==> src/rtl/ctrl_word_pipe.sv <==
// Control-word pipeline with per-stage stall/flush, bubble insertion and pending-write mask.
// Optional saturating perf counters are enabled with `define CWP_PERF_CNT_EN.
module ctrl_word_pipe #(
    parameter int unsigned WORD_W     = 32,
    parameter int unsigned NUM_STAGES = 4,
    parameter int unsigned CNT_W      = 32
) (
    input  logic                         clk,
    input  logic                         rst,
    input  logic                         in_valid,
    input  logic [WORD_W-1:0]            in_word,
    input  logic [4:0]                   in_dest,
    input  logic                         in_load_regfile,
    output logic                         in_ready,
    input  logic [NUM_STAGES-1:0]        stall,
    input  logic [NUM_STAGES-1:0]        flush,
    output logic [NUM_STAGES-1:0]        stage_valid,
    output logic [NUM_STAGES*WORD_W-1:0] stage_word,
    output logic                         out_valid,
    output logic [WORD_W-1:0]            out_word,
    output logic [4:0]                   out_dest,
    output logic                         out_load_regfile,
    output logic [31:0]                  busy_mask,
    output logic [CNT_W-1:0]             perf_stall_cnt,
    output logic [CNT_W-1:0]             perf_flush_cnt,
    output logic [CNT_W-1:0]             perf_bubble_cnt
);

    localparam int unsigned LAST = NUM_STAGES - 1;

    logic [NUM_STAGES-1:0] valid_q, valid_d;
    logic [NUM_STAGES-1:0] lrf_q, lrf_d;
    logic [WORD_W-1:0]     word_q [NUM_STAGES];
    logic [WORD_W-1:0]     word_d [NUM_STAGES];
    logic [4:0]            dest_q [NUM_STAGES];
    logic [4:0]            dest_d [NUM_STAGES];
    logic [NUM_STAGES-1:0] hold;
    logic [NUM_STAGES-1:0] kill;

    // A stall or flush at an older stage reaches every younger stage.
    always_comb begin
        hold = '0;
        kill = '0;
        for (int i = 0; i < NUM_STAGES; i++) begin
            hold[i] = |(stall >> i);
            kill[i] = |(flush >> i);
        end
    end

    assign in_ready = ~hold[0] & ~(|flush);

    // Next-state: kill beats hold; a stage whose predecessor holds receives a zeroed bubble.
    always_comb begin
        valid_d = valid_q;
        lrf_d   = lrf_q;
        word_d  = word_q;
        dest_d  = dest_q;
        if (kill[0]) begin
            valid_d[0] = 1'b0;
            lrf_d[0]   = 1'b0;
            word_d[0]  = '0;
            dest_d[0]  = '0;
        end else if (!hold[0]) begin
            valid_d[0] = in_valid;
            lrf_d[0]   = in_valid & in_load_regfile;
            word_d[0]  = in_valid ? in_word : '0;
            dest_d[0]  = in_valid ? in_dest : 5'd0;
        end
        for (int i = 1; i < NUM_STAGES; i++) begin
            if (kill[i] || (!hold[i] && hold[i-1])) begin
                valid_d[i] = 1'b0;
                lrf_d[i]   = 1'b0;
                word_d[i]  = '0;
                dest_d[i]  = '0;
            end else if (!hold[i]) begin
                valid_d[i] = valid_q[i-1];
                lrf_d[i]   = lrf_q[i-1];
                word_d[i]  = word_q[i-1];
                dest_d[i]  = dest_q[i-1];
            end
        end
    end

    always_ff @(posedge clk or negedge rst) begin
        if (!rst) begin
            valid_q <= '0;
            lrf_q   <= '0;
            for (int i = 0; i < NUM_STAGES; i++) begin
                word_q[i] <= '0;
                dest_q[i] <= '0;
            end
        end else begin
            valid_q <= valid_d;
            lrf_q   <= lrf_d;
            word_q  <= word_d;
            dest_q  <= dest_d;
        end
    end

    // Invalid stages always carry zeroed fields, so the retire fields come straight from flops.
    always_comb begin
        stage_word = '0;
        for (int i = 0; i < NUM_STAGES; i++) begin
            stage_word[i*WORD_W +: WORD_W] = word_q[i];
        end
    end

    assign stage_valid      = valid_q;
    assign out_valid        = valid_q[LAST];
    assign out_word         = word_q[LAST];
    assign out_dest         = dest_q[LAST];
    assign out_load_regfile = lrf_q[LAST];

    always_comb begin
        busy_mask = '0;
        for (int i = 0; i < NUM_STAGES; i++) begin
            if (valid_q[i] && lrf_q[i]) begin
                busy_mask[dest_q[i]] = 1'b1;
            end
        end
        busy_mask[0] = 1'b0;
    end

`ifdef CWP_PERF_CNT_EN
    // Saturating event counters, cleared only by reset.
    always_ff @(posedge clk or negedge rst) begin
        if (!rst) begin
            perf_stall_cnt  <= '0;
            perf_flush_cnt  <= '0;
            perf_bubble_cnt <= '0;
        end else begin
            if ((|stall) && (perf_stall_cnt != '1)) begin
                perf_stall_cnt <= perf_stall_cnt + CNT_W'(1);
            end
            if ((|flush) && (perf_flush_cnt != '1)) begin
                perf_flush_cnt <= perf_flush_cnt + CNT_W'(1);
            end
            if (!valid_q[LAST] && (perf_bubble_cnt != '1)) begin
                perf_bubble_cnt <= perf_bubble_cnt + CNT_W'(1);
            end
        end
    end
`else
    assign perf_stall_cnt  = '0;
    assign perf_flush_cnt  = '0;
    assign perf_bubble_cnt = '0;
`endif

endmodule

==> config.mk <==
export PLATFORM = sky130hd
export DESIGN_NAME = ctrl_word_pipe
export DESIGN_NICKNAME = d
export VERILOG_FILES = /design/src/rtl/ctrl_word_pipe.sv
export SDC_FILE = /design/constraint.sdc
export NUM_CORES = 1
export LEC_CHECK = 0
export ABC_AREA = 1
export CORE_UTILIZATION = 47
export DETAILED_ROUTE_END_ITERATION = 8
export PLACE_DENSITY = 0.95
export SYNTH_ARGS = -nofsm -noshare
export SYNTH_HDL_FRONTEND = slang
export SYNTH_SLANG_ARGS = --single-unit
==> constraint.sdc <==
create_clock -name clk -period 3.5 [get_ports clk]
set_clock_uncertainty 0.2 [all_clocks]
set_input_delay 0.7 -clock clk [delete_from_list [all_inputs] [get_ports clk]]
set_output_delay 0.7 -clock clk [all_outputs]
set_load 0.02 [all_outputs]
==> metrics.cfg <==
[cts]
clock_path_buffers=2
root_buffer=clkbuf_16
numCtsBuffers=17
cts_resized=0
clock_sink_count=156
post_cts_buffers=0
clk_latency_ns=0.41
htreeDepth=4
path_clk_slew_ns=0.06
cts_tree=done
hold_buffers=0

[setup_path]
endpoint_kind=output port
ff2ff_path_depth=2
setup.worst_path.start=flush[3]
r2r_start=out_dest[2]
r2r_end=out_dest[2]
cp_common_cell=clkdlybuf4s50_1
path_cells=clkdlybuf4s50_1 > buf_12 > nor2_8 > nand2_2 > nor4_1 > clkdlybuf4s50_1
slowest_stage=clkdlybuf4s50_1
worstPathArrival_ns=2.42
critPathTopFamily=buffers and inverters
max_stage_delay_ns=0.66
critPathBufInv=3
worst-setup-path-type=in -> out
cp.required_ns=2.60
endpoint=in_ready
cp-start-kind=input port
critPathMaxFanout=15
rrSetupSlack_ns=2.30
path_depth=6

[min_path]
min_path_type=in -> async

[place]
hpwl_um=19400
place_congestion=0.948
io_buffers=251
pre_cts_ws_ns=0.223
placed_area_sq_mm=0.0106

[layout]
synthToLayoutAreaGrowth_pct=30.7
final_cell_area_sq_mm=0.0112
nNetsFinal=1344
drive_gt1_share_pct=4.74
n_antenna_cell=0
finalCoreUtilization_pct=62.5

[global_route]
grt_pass1_vias=7401
grt_pass1_wl_um=40400
grt_max_degree=75
grt_overflow=0
grt_usage_pct=28.7
antenna_found_initial=0

[drt]
avgViaCountPerCell=5.31
drt-pass1-iter-count=5
wire_per_inst_um=17.3
routed_wl_um=26600
post-route-drc-count=0
dr.first_iter.drc_count=757
ant_nets=0
vias=8161

[die]
initial_core_util_pct=47.8
die_h_um=137
dieArea_sq_mm=0.0188
fp.dieW_um=137
core_sq_mm=0.0179
row_count=49
num_io_pins=349

[logic_synthesis]
synthArstFlopShare_pct=100
yosysWarningCount=0
netlist_area_sq_mm=0.00857
synth_ff_type=dfrtp_1
synth_cells=1098
synth_edf_count=0
ys_seq_elements=156
ys_seq_area_share_pct=45.6
syn_area_per_cell_sq_um=7.80
yosysUniqueCellTypes=23

[sta]
drv_slew=0
setup_viol=0
worst_slew_pin_slew_ns=0.859
max_freq_mhz=302
hold_slack_ns=0.0948
worst_slew_margin_rel_pct=42.6
fin_ws_ns=0.185
grt_setup_unrepaired=false
post-route-period-util_pct=94.7
period_minus_slack_ns=3.32
hold_violations=0
finalSetupTns_ns=0

[power]
leakage_nw=5.16
vdd_drop_max_mv=0.419
p_per_area_mw_per_mm2=345
power_switching_mw=0.929
power.share.clock_pct=46.0
p_seq_share_pct=46.7
p_sw_share_pct=24.0
combPwrFrac_pct=7.4
intPower_mw=2.94

[run]
max_cap_viol_count=0

[outcome]
status=complete, no violations

==> metrics by stage <==
step | cells | power (mW)
6_report | 1537 | 3.87
5_1_grt | 1537 | 3.99
4_1_cts | 1537 | 3.88
3_5_place_dp | 1505 | 2.12
3_3_place_gp | 1505 | 2.12
2_1_floorplan | 1194 | 2.09
==> how the worst min path moves through the flow <==
stage                        from             to  slack (ns)  depth (start not counted)
global placement    stage_word[2]  stage_word[2]        0.29                          2
floorplan                     rst     dest_q[10]        0.20                          0
global route                  rst   out_word[15]        0.15                          1
CTS                           rst   out_word[15]        0.12                          1
detailed placement  stage_word[2]  stage_word[2]        0.29                          2
finish                        rst   out_word[15]        0.09                          1
==> cells in the mapped netlist (2+ instances only) <==
| master | instances | area (sq um) |
|---|---|---|
| buf_2 | 18 | 90.1 |
| o21ai_1 | 10 | 50.1 |
| clkbuf_1 | 20 | 75.1 |
| nor3_1 | 3 | 15.0 |
| buf_1 | 6 | 22.5 |
| inv_2 | 3 | 11.3 |
| buf_6 | 4 | 45.0 |
| nand2_1 | 299 | 1120 |
| o31ai_1 | 13 | 97.6 |
| o21ai_0 | 45 | 225 |
| o22ai_1 | 4 | 25.0 |
| nor2_1 | 66 | 248 |
| nand2_2 | 2 | 12.5 |
| dfrtp_1 | 156 | 3900 |
| buf_4 | 143 | 1070 |
| inv_1 | 82 | 308 |
| nand4_1 | 63 | 394 |
| nand3_1 | 153 | 766 |
| nor2_4 | 4 | 45.0 |
==> power by group through the flow <==
stage	Clock, mW	Combinational (mW)	Sequential, mW
5_1_grt	1.88	0.312	1.80
6_report	1.78	0.285	1.80
4_1_cts	1.79	0.284	1.80
3_5_place_dp	0	0.283	1.84
3_3_place_gp	0	0.280	1.84
2_1_floorplan	0	0.252	1.84
==> worst register-to-register path: cells and delay by family (launching register included) <==
| kind | cells | cell delay (ns) |
|---|---|---|
| flops | 1 | 0.50 |
| buf+inv | 1 | 0.16 |
| compound gates | 1 | 0.23 |
==> cell type report <==
cell class	count	area, sq um
multi-input combinational	762	3400
clock buffer	21	450
fill	1491	6710
sequential	156	3900
inverter	85	319
clock inverter	11	120
tap	229	287
timing repair buffer	273	2720
==> cell families after synthesis <==
logic type | after synthesis | synth area share (%)
buffers and inverters | 276 | 19.0
flip-flops | 156 | 45.6
other | 1 | 0.0438
AND/OR/NAND/NOR | 593 | 30.8
AO/OA/AOI/OAI | 72 | 4.65
==> sequential cells by signal, summed over array words and instances (netlist names) <==
name	flops
dest_q	15
lrf_q	4
out_dest	5
out_word	32
stage_valid	4
stage_word	96
==> per-layer routing <==
layer	routed length, um	vias to the layer above	GRT usage (%)
met5	0	-	0
met4	1210	0	15.3
met3	2190	74	5.52
met2	12200	488	43.9
met1	11000	3864	38.3
li1	-	3735	-
==> layout by cell type, fill, tap and decap left out, types with 10 or more instances in the layout <==
master / instances
nor2_1: 66
clkbuf_16: 17
o21ai_0: 45
inv_1: 82
nand4_1: 63
dfrtp_1: 156
conb_1: 97
nand2_1: 299
o21ai_1: 10
o31ai_1: 13
buf_4: 19
clkdlybuf4s50_1: 250
nand3_1: 153
(Power assumes the default switching activity.)
==> RTL change 1: new RTL, same flow settings <==
Set the parameter `WORD_W` to 16 (it was 32).
--- a/src/rtl/ctrl_word_pipe.sv
+++ b/src/rtl/ctrl_word_pipe.sv
@@ -1,7 +1,7 @@
 // Control-word pipeline with per-stage stall/flush, bubble insertion and pending-write mask.
 // Optional saturating perf counters are enabled with `define CWP_PERF_CNT_EN.
 module ctrl_word_pipe #(
-    parameter int unsigned WORD_W     = 32,
+    parameter int unsigned WORD_W     = 16,
     parameter int unsigned NUM_STAGES = 4,
     parameter int unsigned CNT_W      = 32
 ) (
Ports: changed (resized in_word, out_word and stage_word); port bits go from 349 to 253. No check against the original RTL was run, so the function may have changed too.
==> RTL change 1 against the unedited design <==
  * Register-to-register slack improved by 140 ps
  * Worst setup slack improved by 84 ps
  * Sequential share of layout area fell by 3.7 points
  * Via count fell by 30%
  * Combinational power fell by 26%
  * Largest cell class is now multi-input combinational cells
  * First-iteration DRC count fell by 31%
  * Design area fell by 34%
  * Total power fell by 38%
  * Critical endpoint unchanged
  * Sequential cell count fell by 64
  * Wire length fell by 35%
  * Utilization fell by 1.3 points
  * Area after synthesis fell by 32%
==> RTL change 1: results (changes against the unedited design) <==
| Metric | Value |
|---|---|
| H-Tree Level Count | 3 (-1) |
| Nets | 992 (-26%) |
| Per-cell routed wire length | 15.2 um (-12%) |
| Leakage | 3.46 nW (-33%) |
| Seq/Total Area, Yosys | 39.3% (-6.3 points) |
| Drt pass-1 iters | 6 (+1) |
| Synth area leaders | dfrtp_1, buf_4, nand2_1, nor2_1, nand3_1 |
| GP Congestion | 0.971 (+2.4%) |
| Synth cell count leaders | nand2_1, nor2_1, buf_4, nand3_1, dfrtp_1 |
| Slowest cell on the critical path | clkdlybuf4s50_1 |
| Max reg flops | 48 (-50%) |
| Global Route Usage Sum | 26.7% (-2.0 points) |
| Logic pwr share | 8.8% (+1.4 points) |
| Post-DP HPWL | 12700 um (-34%) |
| First-pass GRT wire length | 26700 um (-34%) |
| Share of total power in the clock network | 46.8% (+0.8 points) |
| Clk Latency, worst-skew pair | 340 ps (-70 ps) |
| Final critical-path setup slack | 269 ps (+84.5 ps) |
| Hold crit path type | in -> async |
| Largest fanout on the critical path | 4 (-11) |
| DR vias/cell | 5.03 (-5.3%) |
| Status | complete, no violations |
| Worst R2R Start | dest_q[16]$_DFFE_PN0P_ |
| DRT iter0 DRCs | 526 (-31%) |
| I/O Buffers | 155 (-38%) |
| Slew @ Worst Pin | 855 ps (-3.49 ps) |
| Largest net degree at the start of global routing | 57 (-24%) |
| CTS Buffer Depth | 2 (unchanged) |
| Reg2reg end | dest_q[11]$_DFFE_PN0P_ |
| Largest delay contributor family on the critical path | buffers and inverters |
| CP Data Arrival Time | 2330 ps (-90 ps) |
| Max VDD drop | 0.247 mV (-41%) |
| Power Internal | 1.81 mW (-38%) |
| R2R setup slack | 2440 ps (+140 ps) |
| Num CTS Buffers | 9 (-8) |
| Share of cells above drive strength 1 | 3.63% (-1.1 points) |
| Vias in the first global route | 5048 (-32%) |
| Count of cell types in the netlist | 21 (-8.7%) |
-- RTL change 1: kinds of logic after synthesis --
family                 after synthesis  share of synthesized area [%]
buffers and inverters              208                           21.4
and+or+nand+nor                    496                           36.0
AOI/OAI and AO/OA                   36                           3.22
DFF                                 92                           39.3
other                                1                         0.0640
-- RTL change 1: layout make-up --
class	instances	area [um2]
Clock buffer	9	225
Sequential cell	92	2300
Clock inverter	7	121
Timing Repair Buffer	167	1640
Inverter	60	225
Fill cell	1055	4670
Multi-Input combinational cell	629	2670
Tap cell	168	210
-- RTL change 1: metrics by stage --
step	instance area, um2	hold WS, ps	power, mW	instances
after floorplan	6220	204	1.30	929
after global placement	7040	286	1.29	1116
after detailed placement	7040	289	1.29	1116
after CTS	7390	231	2.40	1132
after global routing	7390	260	2.47	1132
final	7390	205	2.39	1132
-- RTL change 1: per-layer routing --
metal	up-vias	GRT usage (%)	wire length [um]
li1	2700	-	-
met1	2625	36.2	7110
met2	331	43.1	8190
met3	36	4.68	1390
met4	0	9.21	481
met5	-	0	0
==> RTL change 2: new RTL, config.mk and constraints unchanged <==
Made on the original files. The option `CWP_PERF_CNT_EN` is turned on by a define.
--- a/src/rtl/ctrl_word_pipe.sv
+++ b/src/rtl/ctrl_word_pipe.sv
@@ -1,5 +1,7 @@
 // Control-word pipeline with per-stage stall/flush, bubble insertion and pending-write mask.
 // Optional saturating perf counters are enabled with `define CWP_PERF_CNT_EN.
+`define CWP_PERF_CNT_EN
+
 module ctrl_word_pipe #(
     parameter int unsigned WORD_W     = 32,
     parameter int unsigned NUM_STAGES = 4,
Formal check against the unedited RTL: not equivalent (Yosys sat finds a counterexample within 4 cycles, from zero or initial values and one cycle with rst low).
==> RTL change 2 against the unedited design <==
  * Total power grew 94%
  * Highest routed layer unchanged
  * Wire length grew 84%
  * Clock power grew 82%
  * Area after synthesis grew 60%
  * Sequential power grew 81%
  * Sequential cell count grew 96
  * Die area grew 59%
  * Via count grew 75%
  * Design area grew 64%
  * Fmax shrank 3.7%
  * Sequential share of layout area shrank 0.60 points
  * Worst setup slack lost 130 ps
  * Global-route usage grew 3.7 points
==> RTL change 2: results (changes against the unedited design) <==
| Metric | Value |
|---|---|
| Global Route Usage Sum | 32.4% (+3.7 points) |
| Status | complete, no violations |
| Max-slew violations | 0 (unchanged) |
| H-Tree Level Count | 1 (-3) |
| Largest net degree at the start of global routing | 68 (-9.3%) |
| First-pass GRT wire length | 76900 um (+90%) |
| Max reg flops | 96 (unchanged) |
| Antenna violations before repair | 1 (+1) |
| Count of cell types in the netlist | 36 (+57%) |
| Slew @ Worst Pin | 1020 ps (+163 ps) |
| I/O Buffers | 347 (+38%) |
| Hold crit path type | reg -> reg |
| Post-DP HPWL | 34800 um (+80%) |
| Leakage | 7.77 nW (+51%) |
| GP Congestion | 0.982 (+3.7%) |
| Synth cell count leaders | nand2_1, dfrtp_1, inv_1, nor2_1, nand3_1 |
| Clock transition at path regs | 60 ps (about the same) |
| Num CTS Buffers | 28 (+11) |
| Per-cell routed wire length | 19.2 um (+11%) |
| Largest fanout on the critical path | 10 (-5) |
| Nets | 2192 (+63%) |
| DP Worst Slack | 133 ps (-89.5 ps) |
| Vias in the first global route | 14000 (+89%) |
| Area share of the largest cell type after synthesis | 45.9% (+0.33 points) |
| Max VDD drop | 0.551 mV (+32%) |
| Seq/Total Area, Yosys | 45.9% (+0.33 points) |
| Clock root buffer | clkbuf_16 |
| Slowest stage delay, CP | 650 ps |
| CTS Buffer Depth | 3 (+1) |
| Ys async rst share | 100% (unchanged) |
| Post-CTS setup buffer count | 0 (unchanged) |
| DRT iter0 DRCs | 1224 (+62%) |
| Synth area leaders | dfrtp_1, nand2_1, inv_1, nand3_1, nor2_1 |
| Post-synth net total | 1889 |
| Yosys Warn Count | 0 (unchanged) |
| Drt pass-1 iters | 5 (unchanged) |
| Slowest cell on the critical path | clkdlybuf4s50_1 |
| Share of cells above drive strength 1 | 5.69% (+0.95 points) |
| Clk Latency, worst-skew pair | 540 ps (+130 ps) |
| Largest delay contributor family on the critical path | buffers and inverters |
| Sw Pwr | 2.06 mW (+120%) |
| DR vias/cell | 5.62 (+5.8%) |
| CP Data Arrival Time | 2540 ps (+120 ps) |
[RTL change 2: worst paths after layout]
kind / startpoint / end / slack [ps] / cells past startpoint
worst max-delay path: dest_q[8]$_DFFE_PN0P_ / busy_mask[9] / 60 / 5
max in group asynchronous: rst / perf_stall_cnt[2]$_DFFE_PN0P_ / 1810 / 3
worst max register to register: perf_bubble_cnt[0]$_DFFE_PN0P_ / perf_bubble_cnt[9]$_DFFE_PN0P_ / 1080 / 10
min in group asynchronous: rst / out_word[29]$_DFFE_PN0P_ / 520 / 2
worst min-delay path: perf_bubble_cnt[24]$_DFFE_PN0P_ / perf_bubble_cnt[24]$_DFFE_PN0P_ / 330 / 1
worst min register to register: perf_bubble_cnt[24]$_DFFE_PN0P_ / perf_bubble_cnt[24]$_DFFE_PN0P_ / 330 / 1
[RTL change 2: cell type report]
class,instances,area [um2]
flip-flops and latches,252,6310
clock buffers,36,812
multi-input cells,1242,5960
fillers,2317,10300
diodes,1,2.50
inverters,244,923
well taps,384,480
repair buffers,372,3700
clock inverters,15,213
[RTL change 2: timing repair]
item	4_1_cts	5_1_grt
gates resized for setup	2	9
hold buffers	1	0
pin swaps	0	0
endpoints found under the hold margin	62	0
endpoints found under the setup margin	3	21
[RTL change 2: per-layer routing]
metal | wire length (um) | part of all wire, % | GRT usage [%] | vias up
met2 | 23600 | 48 | 54.5 | 796
li1 | - | - | - | 6498
met3 | 4290 | 8.8 | 6.55 | 135
met1 | 18900 | 39 | 40.7 | 6870
met4 | 2050 | 4.2 | 13.2 | 0
met5 | 0 | 0 | 0 | -
[RTL change 2: power groups by stage]
stage          clock network (mW)  registers, mW  logic, mW
4_1_cts                      3.28           3.24       1.02
3_3_place_gp                    0           3.27      0.974
6_report                     3.24           3.25       1.02
2_1_floorplan                   0           3.37      0.405
3_5_place_dp                    0           3.29       1.01
5_1_grt                      3.39           3.27       1.10
[RTL change 2: cell families after synthesis]
logic type | after synthesis | synth area share (%)
buffers and inverters | 343 | 11.3
AOI/OAI and AO/OA | 224 | 10.4
other | 1 | 0.0273
DFF | 252 | 45.9
adders and majority gates | 3 | 0.273
xor gates and xnor gates | 37 | 2.36
and+or+nand+nor | 977 | 29.7
[RTL change 2: stage by stage]
step | instance area [um2] | TNS [ps] | std cells
floorplan | 13700 | 0 | 1837
global placement | 17300 | 0 | 2493
detailed placement | 17300 | 0 | 2493
CTS | 18400 | 0 | 2545
global route | 18400 | -132 | 2546
finish | 18400 | 0 | 2546
